<file path="src/rtl/sub_array_stream_sequencer.sv">
// Buffers one ROWS x COLS matrix and streams it out one element per beat in sub-array order.
// Optional build macro SUB_ARRAY_SEQ_STALL_CNT_EN adds the 16-bit stall_cnt output.
//
// state | meaning
// IDLE  | waiting for a matrix, in_ready high
// TOP   | streaming rows 0..SUB_ROWS-1, column-major
// BOT   | streaming rows SUB_ROWS..ROWS-1, column-major
module sub_array_stream_sequencer #(
    parameter int BIT_WIDTH = 4,
    parameter int ROWS      = 8,
    parameter int COLS      = 8,
    parameter int SUB_ROWS  = 4,
    localparam int RW = (ROWS > 1) ? $clog2(ROWS) : 1,
    localparam int CW = (COLS > 1) ? $clog2(COLS) : 1
) (
    input  logic                           clk,
    input  logic                           rst_n,
    input  logic [ROWS*COLS*BIT_WIDTH-1:0] in_data,
    input  logic                           in_valid,
    output logic                           in_ready,
    output logic [BIT_WIDTH-1:0]           out_data,
    output logic [RW-1:0]                  out_row,
    output logic [CW-1:0]                  out_col,
    output logic                           out_valid,
    input  logic                           out_ready,
    output logic                           out_last,
    input  logic                           flush
`ifdef SUB_ARRAY_SEQ_STALL_CNT_EN
    ,
    output logic [15:0]                    stall_cnt
`endif
);

    typedef enum logic [1:0] {IDLE, TOP, BOT} state_t;

    localparam logic [RW-1:0] TOP_LAST  = RW'(SUB_ROWS - 1);
    localparam logic [RW-1:0] BOT_FIRST = RW'(SUB_ROWS % ROWS);
    localparam logic [RW-1:0] ROW_LAST  = RW'(ROWS - 1);
    localparam logic [CW-1:0] COL_LAST  = CW'(COLS - 1);

    generate
        if (SUB_ROWS < 1 || SUB_ROWS > ROWS) begin : g_bad_sub_rows
            $error("sub_array_stream_sequencer: SUB_ROWS must be within 1..ROWS");
        end
    endgenerate

    state_t               state;
    logic [RW-1:0]        row_q;
    logic [CW-1:0]        col_q;
    logic [BIT_WIDTH-1:0] mem [ROWS][COLS];
    logic                 accept;

    // All stream outputs decode straight from flops, so they hold while out_ready is low.
    assign in_ready  = (state == IDLE);
    assign out_valid = (state != IDLE);
    assign accept    = in_ready && in_valid;
    assign out_row   = row_q;
    assign out_col   = col_q;
    assign out_data  = out_valid ? mem[row_q][col_q] : '0;
    // Only the final beat can sit on the bottom-right corner, whichever phase owns it.
    assign out_last  = out_valid && (row_q == ROW_LAST) && (col_q == COL_LAST);

    always_ff @(posedge clk) begin
        if (accept && !flush) begin
            for (int r = 0; r < ROWS; r++) begin
                for (int c = 0; c < COLS; c++) begin
                    mem[r][c] <= in_data[(r*COLS+c)*BIT_WIDTH +: BIT_WIDTH];
                end
            end
        end
    end

    always_ff @(posedge clk or negedge rst_n) begin
        if (!rst_n) begin
            state <= IDLE;
            row_q <= '0;
            col_q <= '0;
        end else if (flush) begin
            state <= IDLE;
            row_q <= '0;
            col_q <= '0;
        end else begin
            case (state)
                IDLE: begin
                    if (in_valid) begin
                        state <= TOP;
                        row_q <= '0;
                        col_q <= '0;
                    end
                end
                TOP: begin
                    if (out_ready) begin
                        if (row_q != TOP_LAST) begin
                            row_q <= row_q + 1'b1;
                        end else if (col_q != COL_LAST) begin
                            row_q <= '0;
                            col_q <= col_q + 1'b1;
                        end else if (SUB_ROWS == ROWS) begin
                            state <= IDLE;
                            row_q <= '0;
                            col_q <= '0;
                        end else begin
                            state <= BOT;
                            row_q <= BOT_FIRST;
                            col_q <= '0;
                        end
                    end
                end
                BOT: begin
                    if (out_ready) begin
                        if (row_q != ROW_LAST) begin
                            row_q <= row_q + 1'b1;
                        end else if (col_q != COL_LAST) begin
                            row_q <= BOT_FIRST;
                            col_q <= col_q + 1'b1;
                        end else begin
                            state <= IDLE;
                            row_q <= '0;
                            col_q <= '0;
                        end
                    end
                end
                default: begin
                    state <= IDLE;
                    row_q <= '0;
                    col_q <= '0;
                end
            endcase
        end
    end

`ifdef SUB_ARRAY_SEQ_STALL_CNT_EN
    always_ff @(posedge clk or negedge rst_n) begin
        if (!rst_n) begin
            stall_cnt <= '0;
        end else if (flush || accept) begin
            stall_cnt <= '0;
        end else if (out_valid && !out_ready && (stall_cnt != 16'hFFFF)) begin
            stall_cnt <= stall_cnt + 16'd1;
        end
    end
`endif

endmodule

</file>
<file path="config.mk">
export PLATFORM = sky130hd
export DESIGN_NAME = sub_array_stream_sequencer
export DESIGN_NICKNAME = d
export VERILOG_FILES = /design/src/rtl/sub_array_stream_sequencer.sv
export SDC_FILE = /design/constraint.sdc
export NUM_CORES = 1
export LEC_CHECK = 0
export CAP_MARGIN = 25
export CORE_MARGIN = 2
export CORE_UTILIZATION = 31
export CTS_CLUSTER_SIZE = 20
export DETAILED_ROUTE_END_ITERATION = 10
export PLACE_DENSITY = 0.59
export SYNTH_ARGS = -nofsm -noshare
export SYNTH_HDL_FRONTEND = slang
export SYNTH_SLANG_ARGS = --single-unit
export TNS_END_PERCENT = 5
</file>
<file path="constraint.sdc">
create_clock -name clk -period 22.9 [get_ports clk]
set_clock_uncertainty 0.1 [all_clocks]
set_input_delay 3.435 -clock clk [delete_from_list [all_inputs] [get_ports clk]]
set_output_delay 3.435 -clock clk [all_outputs]
set_load 0.005 [all_outputs]
</file>
* Word level (Yosys, flattened, before mapping) *
Memories as Yosys holds them, arrays and structs flattened.
Cells that the tools add are included.

cells by class
  eq/ne operators = 14
  magnitude comparators = 1
  bitwise operators = 1
  add/sub/neg operators = 2
  reductions and logical operators = 10
  multiplexer cells = 31

operators by type and width
  operator               count
  $mux W3                14
  $ne A3 B3 Y1 const B   8
  $pmux W3 S3            2
  $mux W2                8
  $bmux W4 S3            1
  $mux W4                3
  $reduce_and A7 Y1      1
  $add A3 B1 Y3 const B  2
  $eq A3 B3 Y1 const B   2
  $ne A3 B2 Y1 const B   2
  $pmux W2 S3            1
  $reduce_and A5 Y1      1
  $ge A4 B4 Y1 const B   1
  $logic_and A1 B1 Y1    4
  $not A3 Y4             1
  $reduce_and A3 Y1      1
  $eq A2 B1 Y1 const B   1
  $eq A2 B2 Y1 const B   1
  $logic_not A2 Y1       1
  $mux W1                2
  $reduce_bool A2 Y1     1
  $logic_not A1 Y1       1

storage, ports and cells
  logic and storage cells = 63
  memories = 1
  bits in writable memories = 256
  input bits = 261
  bits in registers = 8

memory list
  memory  words  width  rd ports  clocked after memory_dff  write ports  RTL line  text
  mem     8      32     1         0                         8            50        logic [BIT_WIDTH-1:0] mem [ROWS][COLS];

* Logic depth before layout (Yosys ltp) *
Gate-level depths: netlist of run 1.

  depth in word-level cells = 6
  gate-level depth with buffers = 9

* Worst setup path after synthesis of run 1 *
No wires, ideal clock.

  kind = input to register
  from = input port flush
  to = memory mem[0][0] (netlist bit), enable pin
  setup time = 1.237 ns
  setup slack = -0.187 ns
  required time = 21.563 ns
  path buffers = 0
  arrival time = 21.750 ns
  cell stages on the path = 1
  cell sequence = nor3b_1

RTL lines
  what                RTL line  text
  start: declaration  27        input logic flush
  end: declaration    50

* Worst setup path in the final report of run 1 *
  from = register row_q[1] (netlist: out_row[1])
  to = output port out_data[1]

on the way
  cells in the longest elaborated chain, start to end = 5

ends and longest elaborated chain
  what                                         RTL line  text
  start: declaration                           48        logic [RW-1:0] row_q;
  start signal: assignment                     94        row_q <= row_q + 1'b1;
  start signal: assignment                     112       row_q <= row_q + 1'b1;
  $mem_v2 Z8 W32                               --
  $bmux W4 S3                                  59        assign out_data = out_valid ? mem[row_q][col_q] : '0;
  $mux W4 (not written as such) (2 in series)  59
  $mux W4                                      59
  end: declaration                             21        output logic [BIT_WIDTH-1:0] out_data,

No other way between the ends. The select of a mux whose other input is x is not followed.

==> impl_metrics.toml, run 1 <==
[detailed_routing]
routed-via-count = 5745
post_drt_via_cell_ratio = 4.60
drtAntennaViolNets = 0
drt-pass1-iter-count = 5
drcViolationCount = 0
drt_wl_total_um = 26000
drt_iter0_markers = 387
wl_per_cell_um = 20.8

[timing]
setup_viol = 0
tightest_slew_ns = 0.992
finalCriticalPeriod_ns = 7.26
rsz0062_at_grt = "no"
slew_viol_final = 0
hold_viol_final = 0
fmax_ghz = 0.138
finalSetupTns_ns = 0
fin_crit_sh = 0.317
slew_headroom = 0.339

[worst_setup_path]
critPathRequiredTime_ns = 19.37
startpoint_type = "flip-flop"
r2r_slack_ns = 19.84
criticalPathCategory = "flip-flop to output port"
worstPathMaxFanout = 35
end_kind = "output port"
rr_endpoint = "mem[1][21]"
rr_worst_depth = 7
crit_arrival_ns = 3.73
timing.rr.start = "state[0]"

[floorplan]
die_h_um = 187
initial_core_util = 0.313
pin_count = 274
core-area_um2 = 33400
dieArea_um2 = 35100
row_count = 67
die_w_um = 187

[clock_tree]
clock_sinks = 264
cts_tree = "yes"
cts_max_level = 1
cts_setup_buffers = 0
path_clk_slew_ns = 0.06
postCtsHoldBufs = 0
cts_buffers = 30
clk_latency_ns = 0.55
cts_resized = 0
clockBufferDepth = 3
cts_root_buf = "clkbuf_16"

[placed_design]
portBuffers = 273
place.detailed.hpwl_um = 18000
place_area_um2 = 13600
gp_congestion = 0.761

[min_path]
min_path_type = "flip-flop to flip-flop"
hold-path-cell-count = 2
min_to = "state[1]"
hp-start = "state[1]"

[power]
pwr-share-clk = 0.347
power.density_nw_per_um2 = 90.4
swShare = 0.243
comb_power_share = 0.179
p_int_mw = 1.00
p_seq_frac = 0.475
p_switching_mw = 0.321
p_leak_nw = 4.75
ir_worst_vdd_uv = 66.6

[yosys]
synth_fp_nets = 753
ys_seq_elements = 264
synthFlopType = "edfxtp_1"
syn_inst = 482
synthDistinctLibCells = 43
ys_warn_count = 0
synth_edf_count = 256
syn_area_um2 = 10400
avgSynthCellArea_um2 = 21.6
seq_area_frac_synth = 0.756
synthArstFlopShare = 0.0303

[layout]
drive_above_1_share = 0.153
final_area_um2 = 14600
area_delta_synth_final_pct = 40.3
nNetsFinal = 1044

[global_routing]
antenna_found_initial = 4
grt_start_max_net_pins = 171
grt_usage = 0.146
grt_pass1_vias = 6394
grt_pass1_wl_um = 38300
grt_remaining_overflow = 0

[run_status]
status = "finished clean"

[job]
drv_cap = 0
cell usage in the layout (no fill, tap or decap), types with 7 or more instances in the layout:
master | netlist | layout
nand2_1 | 23 | 23
mux2i_1 | 15 | 15
clkdlybuf4s50_1 | 0 | 273
clkinv_2 | 0 | 9
edfxtp_1 | 256 | 256
ha_1 | 10 | 10
mux4_2 | 59 | 59
o22ai_1 | 13 | 13
nand2b_1 | 9 | 9
nor2_1 | 7 | 7
clkbuf_16 | 0 | 30
o21ai_0 | 7 | 7
through the flow:
| step | util | hold WS [ns] | cells | setup WS, ns | total power [mW] |
|---|---|---|---|---|---|
| 2_1_floorplan | - | 0.397 | 482 | 8.89 | 0.789 |
| 3_3_place_gp | 0.409 | 0.431 | 1188 | 16.13 | 0.875 |
| 3_5_place_dp | 0.409 | 0.451 | 1188 | 16.12 | 0.878 |
| 4_1_cts | 0.437 | 0.465 | 1243 | 15.51 | 1.34 |
| 5_1_grt | 0.438 | 0.530 | 1246 | 15.39 | 1.38 |
| 6_report | 0.438 | 0.467 | 1249 | 15.64 | 1.32 |
flip-flops by register name, indices dropped and copies added, names as in the netlist:
register,cells
out_col,3
state,2
out_row,3
mem,256
worst max-delay path, cell delays in order, from the launching register on:
cell	delay, ns
dfrtp_4	0.79
buf_4	0.60
mux4_2	0.34
mux2i_1	0.08
a32oi_1	0.42
nand3_1	0.16
o21ai_1	0.18
clkdlybuf4s50_1	0.55
area by class of cell:
type                       instances  area (µm²)
antenna                            5        12.5
clock buffer                      36         773
clock inverter                    19         178
fill                            2972       18700
inverter                           6        22.5
multi-input combinational        190        2360
sequential                       264        7900
tap                              448         561
timing repair buffer             281        2830
layer usage:
metal	share of wire	vias up	track usage
li1	-	2622	-
met1	0.42	2859	0.188
met2	0.49	221	0.247
met3	0.071	43	0.0343
met4	0.023	0	0.0406
met5	0	-	0
synth_stat cells (2+ instances only):
master      n  area (µm²)
a211oi_1    4        30.0
a21oi_1     2        10.0
a22o_1      2        17.5
a22oi_1     2        15.0
a311oi_1    3        26.3
a31oi_1     2        12.5
a32oi_1     4        35.0
buf_2       3        15.0
buf_4       8        60.1
buf_6       3        33.8
clkbuf_1    5        18.8
dfrtp_1     8         200
edfxtp_1  256        7690
ha_1       10         125
inv_1       6        22.5
mux2_2      3        33.8
mux2i_1    15         150
mux4_1      5         131
mux4_2     59        1330
nand2_1    23        86.3
nand2b_1    9        56.3
nor2_1      7        26.3
nor3_1      2        10.0
o21ai_0     7        35.0
o22ai_1    13        81.3
o31ai_1     2        15.0
or2_2       3        18.8
cells by family after synthesis:
logic type / share of synthesized area
adder cells (fa/ha/maj): 0.0120
AO/OA/AOI/OAI: 0.0317
flip-flops: 0.756
multiplexers: 0.158
AND/OR/NAND/NOR: 0.0238
buffers and inverters: 0.0185
power groups by stage:
stage,Combinational (mW),Clock [mW],Sequential [mW]
floorplan,0.136,0,0.653
global placement,0.238,0,0.637
detailed placement,0.239,0,0.639
CTS,0.240,0.471,0.629
global route,0.257,0.487,0.634
finish,0.236,0.458,0.628
how the worst max path moves through the flow:
stage / slack, ns / endpoint / depth (start not counted) / from
detailed placement: 16.12 / out_data[1] / 7 / out_row[1]
global placement: 16.13 / out_data[2] / 7 / out_row[0]
finish: 15.64 / out_data[1] / 7 / out_row[1]
floorplan: 8.89 / mem[0][0] / 1 / flush
global route: 15.39 / out_data[2] / 7 / out_row[0]
CTS: 15.51 / out_data[1] / 7 / out_row[1]
(Power assumes the default switching activity.)
==> inputs of run 2 (changes only) <==
Settings changed: PLACE_DENSITY 0.59 to 0.61.
Clock period 22.9 ns to 6.1 ns, I/O delays scaled along.
==> impl_metrics.toml, run 2 (same netlist as run 1, synthesis figures left out) <==
[run_status]
status = "finished clean"

[floorplan]
die_w_um = 187
core-area_um2 = 33400
initial_core_util = 0.313
row_count = 67
pin_count = 274
dieArea_um2 = 35100
die_h_um = 187

[timing]
slew_viol_final = 0
tightest_slew_ns = 0.920
fin_crit_sh = 0.765
setup_viol = 0
rsz0062_at_grt = "no"
fmax_ghz = 0.214
hold_viol_final = 0
worst_slack_ns = 1.43
slew_headroom = 0.387
finalCriticalPeriod_ns = 4.67

[layout]
final_cell_mix = "clkdlybuf4s50_1, edfxtp_1, mux4_2, clkbuf_16, nand2_1"
finalNonFillerCells = 1239
diodes = 0
drive_above_1_share = 0.147
final_area_um2 = 14500
largest_register_ffs = 256
mostFrequentLayoutCell = "clkdlybuf4s50_1"
nNetsFinal = 1043
regMostFlops = "mem"
area_delta_synth_final_pct = 39.0

[worst_setup_path]
crit_family = "buffers and inverters"
criticalPathCategory = "flip-flop to output port"
crit_arrival_ns = 3.65
critPathRequiredTime_ns = 5.08
crit_slowest_cell = "dfrtp_4"
slowest_delay_ns = 0.88
crit_chain = "buf_4 -> mux4_2 -> o22ai_1 -> a211oi_1 -> a22o_1 -> clkdlybuf4s50_1"
end_kind = "output port"
worstPathMaxFanout = 35
startpoint_type = "flip-flop"
path_buf_inv = 2

[placed_design]
portBuffers = 273
place_ws_ns = 1.93
gp_congestion = 0.768
place.detailed.hpwl_um = 19000
place_inst = 1189
place_area_um2 = 13600

[detailed_routing]
drt_wl_total_um = 26400
drt-pass1-iter-count = 4
drtAntennaViolNets = 0
drcViolationCount = 0
wl_per_cell_um = 21.3
post_drt_via_cell_ratio = 4.66
routed-via-count = 5779
drt_iter0_markers = 310

[global_routing]
use_met3 = 0.0383
use_met1 = 0.185
antenna_found_initial = 1
grtUsageMet2 = 0.256
grt_start_max_net_pins = 153
top_usage_layer = "met2"
grt_remaining_overflow = 0
grt_usage = 0.149
grt_pass1_vias = 6274
grt_pass1_wl_um = 39000

[job]
drv_cap = 0

[clock_tree]
cts_root_buf = "clkbuf_16"
cts_buffers = 29
cts_tree = "yes"
postCtsHoldBufs = 0
clk_latency_ns = 0.54
clockBufferDepth = 3
cts_resized = 0
clock_sinks = 264
cts_setup_buffers = 0
path_clk_slew_ns = 0.06
cts_max_level = 1

[power]
p_leak_nw = 4.69
ir_worst_vdd_uv = 193
finalPower_mw = 4.83
power.density_nw_per_um2 = 333

[min_path]
min_path_type = "flip-flop to flip-flop"
==> run 2: area by class of cell <==
type,instances,area [µm²]
fill,2977,18900
sequential,264,7900
timing repair buffer,281,2810
multi-input combinational,190,2360
clock buffer,35,748
tap,448,561
clock inverter,15,103
inverter,6,22.5
==> run 2: worst paths after layout <==
path / from / end / slack (ns) / cells past startpoint
min in group asynchronous: rst_n / out_col[2] / 0.58 / 1
hold reg to reg: state[1] / state[1] / 0.49 / 2
setup reg to reg: out_row[0] / state[1] / 2.94 / 8
max in group asynchronous: rst_n / out_row[0] / 4.99 / 1
hold / removal: state[1] / state[1] / 0.49 / 2
setup / recovery: out_row[0] / out_data[0] / 1.43 / 6
==> run 2: per-layer routing <==
metal	routed length, µm	up-vias	part of all wire
met5	13	-	0.00049
met4	899	2	0.034
met3	2010	49	0.076
met2	13100	236	0.50
met1	10300	2877	0.39
li1	-	2615	-
==> run 2: through the flow <==
stage	hold slack (ns)	util	setup TNS (ns)
final	0.486	0.434	0
after detailed placement	0.476	0.409	0
after floorplan	0.397	-	-470.04
after global placement	0.438	0.409	0
after CTS	0.492	0.434	0
after global routing	0.520	0.434	0
==> run 2: worst reg2reg max path, cell delays in order (launching register included) <==
cell and delay, ns:
dfrtp_4 0.74, buf_4 0.40, ha_1 0.29, ha_1 0.21, nand2b_1 0.20, a41oi_1 0.70, nor2_1 0.12, a22oi_1 0.16
o21ai_0 0.10
==> run 2: where the power goes <==
group	total (mW)	internal (mW)	switching, mW	leakage [nW]
logic	0.859	0.443	0.415	1.80
clock network	1.58	0.906	0.675	0.416
registers	2.39	2.29	0.104	2.47
==> inputs of run 3 (changes only) <==
Settings changed: PLACE_DENSITY 0.61 to 0.59.
Clock period 6.1 ns to 4.85 ns, I/O delays scaled along.
==> impl_metrics.toml, run 3 (same netlist as run 1, synthesis figures left out) <==
[layout]
largest_register_ffs = 256
mostFrequentLayoutCell = "clkdlybuf4s50_1"
final_area_um2 = 14700
regMostFlops = "mem"
finalNonFillerCells = 1253
nNetsFinal = 1054
area_delta_synth_final_pct = 41.2
final_cell_mix = "clkdlybuf4s50_1, edfxtp_1, mux4_2, clkbuf_16, nand2_1"
postLayoutCoreUtil = 0.441
drive_above_1_share = 0.165

[global_routing]
grt_pass1_vias = 6337
antenna_found_initial = 1
grt_start_max_net_pins = 82
grt_remaining_overflow = 0
grt_pass1_wl_um = 39400
grt_usage = 0.151

[placed_design]
place_inst = 1200
place_area_um2 = 13800
place.detailed.hpwl_um = 19400
portBuffers = 273
gp_congestion = 0.761

[clock_tree]
clk_latency_ns = 0.55
path_clk_slew_ns = 0.06
clockBufferDepth = 3
postCtsHoldBufs = 0
clock_sinks = 264
cts_max_level = 1
cts_buffers = 29
cts_tree = "yes"
cts_resized = 0
cts_root_buf = "clkbuf_16"
cts_setup_buffers = 0

[floorplan]
initial_core_util = 0.313
dieArea_um2 = 35100
row_count = 67
die_w_um = 187
core-area_um2 = 33400
die_h_um = 187
pin_count = 274

[detailed_routing]
wl_per_cell_um = 21.3
drcViolationCount = 0
drt_iter0_markers = 368
drt_wl_total_um = 26700
routed-via-count = 5803
drt-pass1-iter-count = 6
drtAntennaViolNets = 0
post_drt_via_cell_ratio = 4.63

[timing]
fmax_ghz = 0.239
whs_ns = 0.387
setup_viol = 0
finalCriticalPeriod_ns = 4.19
slew_viol_final = 0
tightest_slew_ns = 0.875
rsz0062_at_grt = "no"
fin_crit_sh = 0.863
hold_viol_final = 0
slew_headroom = 0.416

[worst_setup_path]
worstPathMaxFanout = 26
crit_arrival_ns = 3.36
criticalPathCategory = "flip-flop to output port"
slowest_delay_ns = 0.76
crit_family = "buffers and inverters"
critPathRequiredTime_ns = 4.02
startpoint_type = "flip-flop"
crit_slowest_cell = "dfrtp_4"
path_buf_inv = 2
crit_chain = "buf_4 -> mux4_2 -> mux2i_1 -> o21ai_0 -> a311oi_1 -> o41ai_1 -> clkdlybuf4s50_1"
end_kind = "output port"

[power]
power.density_nw_per_um2 = 429
ir_worst_vdd_uv = 269
finalPower_mw = 6.32
p_leak_nw = 4.80

[job]
drv_cap = 0

[run_status]
status = "finished clean"

[min_path]
min_path_type = "input pin to async pin"
==> run 3: cell count changes in the layout (fill, tap and decap cells not counted), moves of 2 or more <==
cell / before / now
buf_12: 1 / 4
buf_4: 7 / 15
clkinv_1: 6 / 8
clkbuf_1: 6 / 2
bufinv_16: 1 / 4
clkinv_4: 1 / 3
clkinv_2: 5 / 3
==> run 3: cell type report <==
cell class	instances	area, µm²
Fill cell	2969	18600
Sequential cell	264	7900
Timing Repair Buffer	292	2930
Multi-Input combinational cell	190	2370
Clock buffer	31	733
Tap cell	448	561
Clock inverter	21	216
Inverter	6	22.5
Antenna cell	1	2.50
==> run 3: worst paths after layout <==
path | start | to | slack (ns) | cells after the start
worst max-delay path | out_row[0] | out_data[2] | 0.66 | 7
worst min-delay path | rst_n | out_row[0] | 0.39 | 1
worst max register to register | out_row[2] | state[0] | 1.85 | 7
worst min register to register | state[1] | state[1] | 0.47 | 2
max in group asynchronous | rst_n | out_row[1] | 3.92 | 1
min in group clk | state[1] | state[1] | 0.47 | 2
==> run 3: per-layer routing <==
| layer | vias to the layer above | wire (µm) | track usage |
|---|---|---|---|
| met5 | - | 0 | 0 |
| met4 | 0 | 563 | 0.0376 |
| met1 | 2911 | 10800 | 0.192 |
| met3 | 36 | 2290 | 0.0437 |
| li1 | 2632 | - | - |
| met2 | 224 | 13100 | 0.254 |
==> run 3: power by group <==
part	switching, mW	total, mW	internal [mW]
clock network	0.889	2.19	1.30
logic	0.531	1.13	0.598
registers	0.128	3.00	2.87
total	1.55	6.32	4.77
==> run 3: stage by stage <==
stage	setup TNS (ns)	setup slack (ns)
CTS	0	0.528
global route	0	0.464
global placement	0	1.07
finish	0	0.663
detailed placement	0	1.13
floorplan	-742.04	-2.90
